## config.mk

```make
export PLATFORM = sky130hd
export DESIGN_NAME = tx_wire_sched
export DESIGN_NICKNAME = d
export VERILOG_FILES = /design/src/rtl/tx_wire_sched.sv
export SDC_FILE = /design/constraint.sdc
export NUM_CORES = 1
export LEC_CHECK = 0
export CAP_MARGIN = 20
export CORE_MARGIN = 10
export CORE_UTILIZATION = 42
export CTS_CLUSTER_DIAMETER = 40
export DETAILED_ROUTE_END_ITERATION = 12
export GPL_ROUTABILITY_DRIVEN = 0
export PLACE_DENSITY_LB_ADDON = 0.05
export SETUP_SLACK_MARGIN = 0.3
export SKIP_CTS_REPAIR_TIMING = 1
export SYNTH_ARGS = -nofsm -noshare
export SYNTH_HDL_FRONTEND = slang
export SYNTH_SLANG_ARGS = --single-unit
export TNS_END_PERCENT = 20
```

## constraint.sdc

```tcl
create_clock -name clk -period 5.1 [get_ports clk]
set_input_delay 1.53 -clock clk [delete_from_list [all_inputs] [get_ports clk]]
set_output_delay 1.53 -clock clk [all_outputs]
set_load 0.02 [all_outputs]
```

## src/rtl/tx_wire_sched.sv

```systemverilog
// tx_wire_sched: shares the single USB transmit wire between the SOF generator
// (req 0), the host transmitter (req 1) and the slave transmitter (req 2).
// SOF has fixed priority; requesters 1 and 2 alternate through a round-robin
// pointer. An idle gap of GAP_CYCLES clocks follows every release.
// Optional watchdog: define TX_WIRE_SCHED_WATCHDOG_EN to revoke grants held
// for MAX_HOLD cycles and mask the offender until it drops its request.
//
// state  | meaning
// IDLE   | no grant; eligible requests are arbitrated every clock
// ACTIVE | one requester owns the wire until it drops txReq (or is revoked)
// GAP    | inter-packet gap; requests are ignored until the counter hits 0
module tx_wire_sched #(
  parameter int unsigned GAP_CYCLES = 4,
  parameter int unsigned MAX_HOLD   = 1023
) (
  input  logic       clk,
  input  logic       rst,
  input  logic [2:0] txReq,
  output logic [2:0] txGnt,
  input  logic [2:0] txWEn,
  input  logic [5:0] txData,
  input  logic [2:0] txCtrl,
  input  logic       USBWireRdyIn,
  output logic       USBWireRdyOut,
  output logic       USBWireWEn,
  output logic [1:0] TxBits,
  output logic       TxCtl,
  output logic       holdErr
);

  typedef enum logic [1:0] {
    ST_IDLE   = 2'd0,
    ST_ACTIVE = 2'd1,
    ST_GAP    = 2'd2
  } state_e;

  // With GAP_CYCLES=0 the load value is never used (ACTIVE returns to IDLE).
  localparam logic [3:0] GAP_LOAD = 4'(GAP_CYCLES - 1);
  localparam bit         HAS_GAP  = (GAP_CYCLES != 0);

  if (GAP_CYCLES > 15 || MAX_HOLD < 1 || MAX_HOLD > 1023) begin : g_param_check
    $error("tx_wire_sched: GAP_CYCLES or MAX_HOLD out of range");
  end

  state_e     state_q, state_d;
  logic [2:0] gnt_q, gnt_d;
  logic       rr_q, rr_d;
  logic [3:0] gap_q, gap_d;
  logic [2:0] elig;
  logic [2:0] pick;
  logic       granted_req;

`ifdef TX_WIRE_SCHED_WATCHDOG_EN
  localparam logic [9:0] HOLD_LAST = 10'(MAX_HOLD - 1);

  logic [2:0] mask_q, mask_d;
  logic [9:0] hold_q, hold_d;
  logic       herr_q, herr_d;
  logic       revoke;

  assign elig = txReq & ~mask_q;
`else
  assign elig = txReq;
`endif

  assign granted_req = |(txReq & gnt_q);

  // Priority pick: SOF first, then round-robin between host and slave.
  always_comb begin
    pick = 3'b000;
    if (elig[0]) begin
      pick = 3'b001;
    end else if (elig[1] && elig[2]) begin
      pick = rr_q ? 3'b100 : 3'b010;
    end else if (elig[1]) begin
      pick = 3'b010;
    end else if (elig[2]) begin
      pick = 3'b100;
    end
  end

  // Next-state logic: arbitration, release/revoke, gap countdown.
  always_comb begin
    state_d = state_q;
    gnt_d   = gnt_q;
    rr_d    = rr_q;
    gap_d   = gap_q;
`ifdef TX_WIRE_SCHED_WATCHDOG_EN
    revoke  = 1'b0;
`endif
    case (state_q)
      ST_IDLE: begin
        if (|pick) begin
          gnt_d   = pick;
          state_d = ST_ACTIVE;
          if (pick[1]) begin
            rr_d = 1'b1;
          end else if (pick[2]) begin
            rr_d = 1'b0;
          end
        end
      end
      ST_ACTIVE: begin
`ifdef TX_WIRE_SCHED_WATCHDOG_EN
        revoke = granted_req && (hold_q == HOLD_LAST);
        if (!granted_req || revoke) begin
`else
        if (!granted_req) begin
`endif
          gnt_d = 3'b000;
          if (HAS_GAP) begin
            state_d = ST_GAP;
            gap_d   = GAP_LOAD;
          end else begin
            state_d = ST_IDLE;
          end
        end
      end
      ST_GAP: begin
        if (gap_q == 4'd0) begin
          state_d = ST_IDLE;
        end else begin
          gap_d = gap_q - 4'd1;
        end
      end
      default: begin
        state_d = ST_IDLE;
        gnt_d   = 3'b000;
      end
    endcase
  end

`ifdef TX_WIRE_SCHED_WATCHDOG_EN
  // Hold counter runs only while staying in ACTIVE; mask latches offenders
  // and each bit clears once its requester lets go of txReq.
  always_comb begin
    hold_d = 10'd0;
    if (state_q == ST_ACTIVE && state_d == ST_ACTIVE) begin
      hold_d = hold_q + 10'd1;
    end
    mask_d = (mask_q & txReq) | (revoke ? gnt_q : 3'b000);
    herr_d = revoke;
  end

  // Watchdog registers.
  always_ff @(posedge clk or negedge rst) begin
    if (!rst) begin
      hold_q <= 10'd0;
      mask_q <= 3'b000;
      herr_q <= 1'b0;
    end else begin
      hold_q <= hold_d;
      mask_q <= mask_d;
      herr_q <= herr_d;
    end
  end

  assign holdErr = herr_q;
`else
  assign holdErr = 1'b0;
`endif

  // Scheduler state register.
  always_ff @(posedge clk or negedge rst) begin
    if (!rst) begin
      state_q <= ST_IDLE;
      gnt_q   <= 3'b000;
      rr_q    <= 1'b0;
      gap_q   <= 4'd0;
    end else begin
      state_q <= state_d;
      gnt_q   <= gnt_d;
      rr_q    <= rr_d;
      gap_q   <= gap_d;
    end
  end

  // Wire mux driven from the registered one-hot grant; all zero when idle.
  always_comb begin
    USBWireWEn = 1'b0;
    TxBits     = 2'b00;
    TxCtl      = 1'b0;
    for (int i = 0; i < 3; i++) begin
      if (gnt_q[i]) begin
        USBWireWEn = USBWireWEn | txWEn[i];
        TxBits     = TxBits | txData[2*i +: 2];
        TxCtl      = TxCtl | txCtrl[i];
      end
    end
  end

  assign txGnt         = gnt_q;
  assign USBWireRdyOut = USBWireRdyIn;

endmodule

```

==> reports/results.txt, run 1 <==
status = complete, no violations
Initial Utilization = 0.455
synthesized flop and latch total = 10
Post-synth EDFFs = 0
hold path depth = 1
number of fill cells = 107
HPWL after DPL = 1360 µm
pwr/cell area = 518 mW/mm²
Hold WC Path Type = reg2reg
Routed Antenna Nets = 0
Via-to-Cell Ratio = 5.83
DRC viols = 0
Clock Latency Late Sink = 0.26 ns
syn avg cell area = 9.06 µm²
leakage dissipation = 0.383 nW
Final min period = 4.42 ns
IO Pins = 27
Die Y = 58.0 µm
Root Driver = clkbuf_4
Crit Path Max Fanout = 1
nature of the critical path startpoint = input port
top cells by area, synth = dfrtp_1, a222oi_1, nand3_1, nor2b_1, inv_1
H-tree depth = 1
CTS tree = built
Die Area = 0.00337 mm²
final net count = 111
Worst-path clk slew = 0.07 ns
Int Power = 0.269 mW
Sink Count = 10
cells on worst reg2reg path = 3
DRT Pass-1 Iters = 4
R2R Path End = gap_q[3]$_DFFE_PN0P_
hold path endpoint = rr_q$_DFFE_PN0P_
share of cells above drive strength 1 = 0.0879
maximum vdd drop = 0.296 mV
Clk pwr share = 0.156
core area = 0.00133 mm²
Inserted Clock Buffers = 3
Routed WL per cell = 16.8 µm
ys flop type = dfrtp_1
clock tree buffer depth = 2
total grt overflow = 0
final wirelength = 1780 µm
CP required = 3.57 ns
Mapped Cells = 67
hold wc startpoint = rr_q$_DFFE_PN0P_
Net Count, Synth = 86
ys async rst share = 1.00
r2r startpoint = txGnt[1]$_DFFE_PN0P_
fin crit share = 0.867
Switch Pwr = 0.183 mW
sequential fraction of the synthesis area = 0.412
clk_skew = 0.000515 ns
mapped cell area = 607 µm²
initial DRC count = 35
most frequent cell after synthesis = dfrtp_1
critical path class = in2out
# rows = 13
vias post-DR = 618
fin. max-slew vios = 0
total track usage = 0.108
number of max-cap violations = 0
top-area cell type share of the netlist area = 0.412
synth warn = 0
vias in the first global route = 593
Slew @ Worst Pin = 0.888 ns
antenna violations before repair = 0
Seq pwr share = 0.361
Crit path arrival time = 2.89 ns
endpoint class of the critical path = output port
library cells used by synthesis = 25
die extent in x = 58.0 µm
maximum clock rate = 226 MHz
Slew HR = 0.408
largest net degree at the start of global routing = 11
Gate power share = 0.483
port buffer count = 23
reg2reg setup slack = 3.25 ns
Final Power = 0.452 mW
final setup violating endpoints = 0
Crit. Startpoint = txData[0]
synth cell count leaders = dfrtp_1, inv_1, nand3_1
cell taking the most area after synthesis = dfrtp_1
setup_tns = 0 ns
Final Hold Vio Count = 0
first-pass GRT wire length = 2930 µm
sw frac = 0.405
ANT cells = 0
RSZ-0062 raised after global routing = no
Layout area overhead = 43.9%
## metrics by stage
| stage | hold WS (ns) | util | worst slack [ns] | std cells | area, µm² |
|---|---|---|---|---|---|
| finish | 0.523 | 0.655 | 0.679 | 106 | 873 |
| global route | 0.550 | 0.655 | 0.603 | 106 | 873 |
| CTS | 0.525 | 0.655 | 0.673 | 106 | 873 |
| detailed placement | 0.497 | 0.628 | 0.679 | 102 | 837 |
| global placement | 0.492 | 0.628 | 0.706 | 102 | 837 |
| floorplan | 0.472 | - | 1.58 | 67 | 607 |
## critical path: stages
cell and delay [ns]:
clkdlybuf4s50_1 0.40, a222oi_1 0.33, inv_1 0.08, clkdlybuf4s50_1 0.55
## layout by cell type, fill, tap and decap left out
master,Yosys,final
clkdlybuf4s50_1,0,23
dfrtp_1,10,10
inv_1,8,8
nand3_1,8,8
a222oi_1,5,5
nor2b_1,5,5
o21ai_0,4,4
nor3_1,3,3
nand2_1,3,3
clkbuf_4,0,3
a21oi_1,2,2
o21a_1,2,2
nand3b_1,2,2
or3b_2,1,1
mux2_4,1,1
nor4_1,1,1
a211oi_1,1,1
a221o_2,1,1
a22o_2,1,1
nor2_1,1,1
o211ai_1,1,1
or2b_1,1,1
a31oi_1,1,1
ha_1,1,1
conb_1,1,1
clkbuf_8,0,1
## state kept, by name, summed over array words and instances (netlist names)
signal	flops
state_q	2
gap_q	4
rr_q	1
txGnt	3
## layout make-up
cell class / count / area, µm² / share of cell area
clock buffers: 4 / 36.3 / 0.0415
inverters: 8 / 30.0 / 0.0344
multi-input cells: 46 / 308 / 0.352
flip-flops and latches: 10 / 250 / 0.287
well taps: 15 / 18.8 / 0.0215
repair buffers: 23 / 230 / 0.264
## metal layers
layer | GRT usage | routed length [µm] | vias up
met5 | 0 | 0 | -
met4 | 0.0503 | 12 | 0
li1 | - | - | 297
met3 | 0.0479 | 186 | 2
met1 | 0.128 | 781 | 284
met2 | 0.164 | 797 | 35
## power groups by stage
| stage | Sequential, mW | Combinational (mW) | Clock, mW |
|---|---|---|---|
| after floorplan | 0.153 | 0.140 | 0 |
| after CTS | 0.162 | 0.220 | 0.0722 |
| after global routing | 0.170 | 0.243 | 0.0770 |
| after detailed placement | 0.162 | 0.219 | 0 |
| after global placement | 0.160 | 0.215 | 0 |
| final | 0.163 | 0.218 | 0.0707 |
## logic make-up after synthesis
family | Yosys count | share of synthesized area
adder cells (fa/ha/maj) | 1 | 0.0206
AO/OA/AOI/OAI | 18 | 0.227
flip-flops | 10 | 0.412
multiplexers | 1 | 0.0247
other | 1 | 0.00618
AND/OR/NAND/NOR | 25 | 0.229
buffers and inverters | 11 | 0.0804
## worst max path at each step
stage / endpoint / cells after the start
floorplan: TxBits[0] / 2
global route: TxBits[0] / 4
finish: TxBits[0] / 4
global placement: TxBits[0] / 4
detailed placement: TxBits[0] / 4
CTS: TxBits[0] / 4
No activity file was read; power rests on OpenSTA's default activity.
==> run 2: changes to the inputs <==
Settings changed: CORE_UTILIZATION 42 to 40, PLACE_DENSITY from default to 0.79, PLACE_DENSITY_LB_ADDON 0.05 to default, SETUP_SLACK_MARGIN 0.3 to 0.5.
Clock period 5.1 ns to 4.6 ns, I/O delays scaled along.
==> run 2 against run 1 <==
Compared with the run above:
- utilization decreased by 2.4 points
- combinational power increased by 11%
- worst hold slack got worse by 0.020 ns
- sequential power increased by 8%
- worst setup slack got worse by 0.17 ns
- flip-flop and latch count unchanged
- sequential share of layout area increased by 0.37 points
- critical endpoint is now TxBits[1]
==> reports/results.txt, run 2 (synthesized netlist as in run 1, its figures left out) <==
total grt overflow = 0
share of cells above drive strength 1 = 0.0778
most common cell after layout, fill and taps aside = clkdlybuf4s50_1
Fin Hold WS = 0.504 ns
first-pass GRT wire length = 2580 µm
Setup crit end = TxBits[1]
Initial Utilization = 0.444
critical path class = in2out
RSZ-0062 raised after global routing = yes
CP dominant cell by count = clkdlybuf4s50_1
Crit. path cell count = 4
vias post-DR = 603
CP max stage cell = clkdlybuf4s50_1
largest net degree at the start of global routing = 11
Core Util, Final = 0.631
Final min period = 4.09 ns
Slew @ Worst Pin = 0.825 ns
Metal-1 WL = 729 µm
endpoint class of the critical path = output port
final wirelength = 1610 µm
die extent in x = 59.0 µm
maximum vdd drop = 0.301 mV
Hold WC Path Type = reg2reg
top sig layer = met4
Die Y = 59.0 µm
Crit. Startpoint = txData[1]
total track usage = 0.0946
commonest non-fill, non-tap cells in the layout = clkdlybuf4s50_1, dfrtp_1, inv_1, nand3_1
fin. max-slew vios = 0
port buffer count = 23
setup_tns = 0 ns
crit path cell chain = clkdlybuf4s50_1 -> a222oi_1 -> inv_1 -> clkdlybuf4s50_1
HPWL after DPL = 1300 µm
Post-Layout Cell Count = 105
CP required = 3.22 ns
leakage dissipation = 0.391 nW
cells on worst reg2reg path = 3
Largest Register = gap_q
final setup violating endpoints = 0
Routed WL per cell = 15.3 µm
CTS tree = built
DRC viols = 0
Slew HR = 0.450
ANT cells = 0
clock tree buffer depth = 2
number of fill cells = 126
core area = 0.00137 mm²
CP bufs+invs = 3
nature of the critical path startpoint = input port
vias in the first global route = 579
Routed met3 length = 167 µm
Die Area = 0.00348 mm²
initial DRC count = 11
Root Driver = clkbuf_4
placed cell count = 102
Sink Count = 10
Via-to-Cell Ratio = 5.74
Crit Path Max Fanout = 1
met2 WL = 701 µm
Layout area overhead = 42.1%
# rows = 13
CP peak stage delay = 0.54 ns
Crit path arrival time = 2.71 ns
Worst-path clk slew = 0.06 ns
DRT Pass-1 Iters = 5
fin crit share = 0.890
antenna violations before repair = 0
Final Hold Vio Count = 0
final net count = 111
H-tree depth = 1
r2r startpoint = txGnt[1]$_DFFE_PN0P_
maximum clock rate = 244 MHz
number of max-cap violations = 0
pwr/cell area = 549 mW/mm²
Routed Antenna Nets = 0
clk_skew = 0.00314 ns
reg2reg setup slack = 2.79 ns
Crit path max-delay family = buffers and inverters
R2R Path End = gap_q[3]$_DFFE_PN0P_
Clock Latency Late Sink = 0.25 ns
status = complete, no violations
Inserted Clock Buffers = 3
IO Pins = 27
Largest register FFs = 4
## run 2: cell types whose count changed in the layout (fill, tap and decap cells not counted), sizes merged
cell and delta:
clkbuf -1, clkdlybuf4s50 -1, dlymetal6s2s +1
## run 2: stage by stage
step | instance area, µm² | setup WS (ns) | power, mW
floorplan | 607 | 1.38 | 0.325
global placement | 837 | 0.511 | 0.413
detailed placement | 837 | 0.487 | 0.423
CTS | 860 | 0.488 | 0.480
global route | 862 | 0.415 | 0.518
finish | 862 | 0.505 | 0.473
## run 2: area by class of cell
class                      count  area (µm²)  area share
multi-input combinational     46         308       0.357
inverter                       8        30.0      0.0348
tap                           15        18.8      0.0218
timing repair buffer          23         233       0.270
clock buffer                   3        22.5      0.0261
sequential                    10         250       0.290
## run 2: worst min path at each step
stage	to	slack, ns	startpoint	cells after the start
6_report	rr_q$_DFFE_PN0P_	0.50	rr_q$_DFFE_PN0P_	1
4_1_cts	rr_q$_DFFE_PN0P_	0.51	rr_q$_DFFE_PN0P_	1
2_1_floorplan	gap_q[2]$_DFFE_PN0P_	0.47	gap_q[2]$_DFFE_PN0P_	1
3_5_place_dp	rr_q$_DFFE_PN0P_	0.50	rr_q$_DFFE_PN0P_	1
5_1_grt	gap_q[2]$_DFFE_PN0P_	0.55	gap_q[2]$_DFFE_PN0P_	1
3_3_place_gp	rr_q$_DFFE_PN0P_	0.50	rr_q$_DFFE_PN0P_	1
## run 2: worst reg2reg max path: stages, from the launching register on
cell and delay [ns]:
dfrtp_1 0.46, a222oi_1 0.78, a21oi_1 0.17, mux2_4 0.28
## run 2: metal layers
metal  GRT usage  vias up
li1            -      294
met1       0.104      278
met2       0.152       29
met3      0.0386        2
met4      0.0492        0
met5           0        -
## run 2: power breakdown
part	switching (mW)	internal [mW]	leakage [nW]	total, mW
clock	0.0259	0.0300	0.0138	0.0559
sequential	0.0508	0.125	0.124	0.176
combinational	0.116	0.125	0.253	0.241
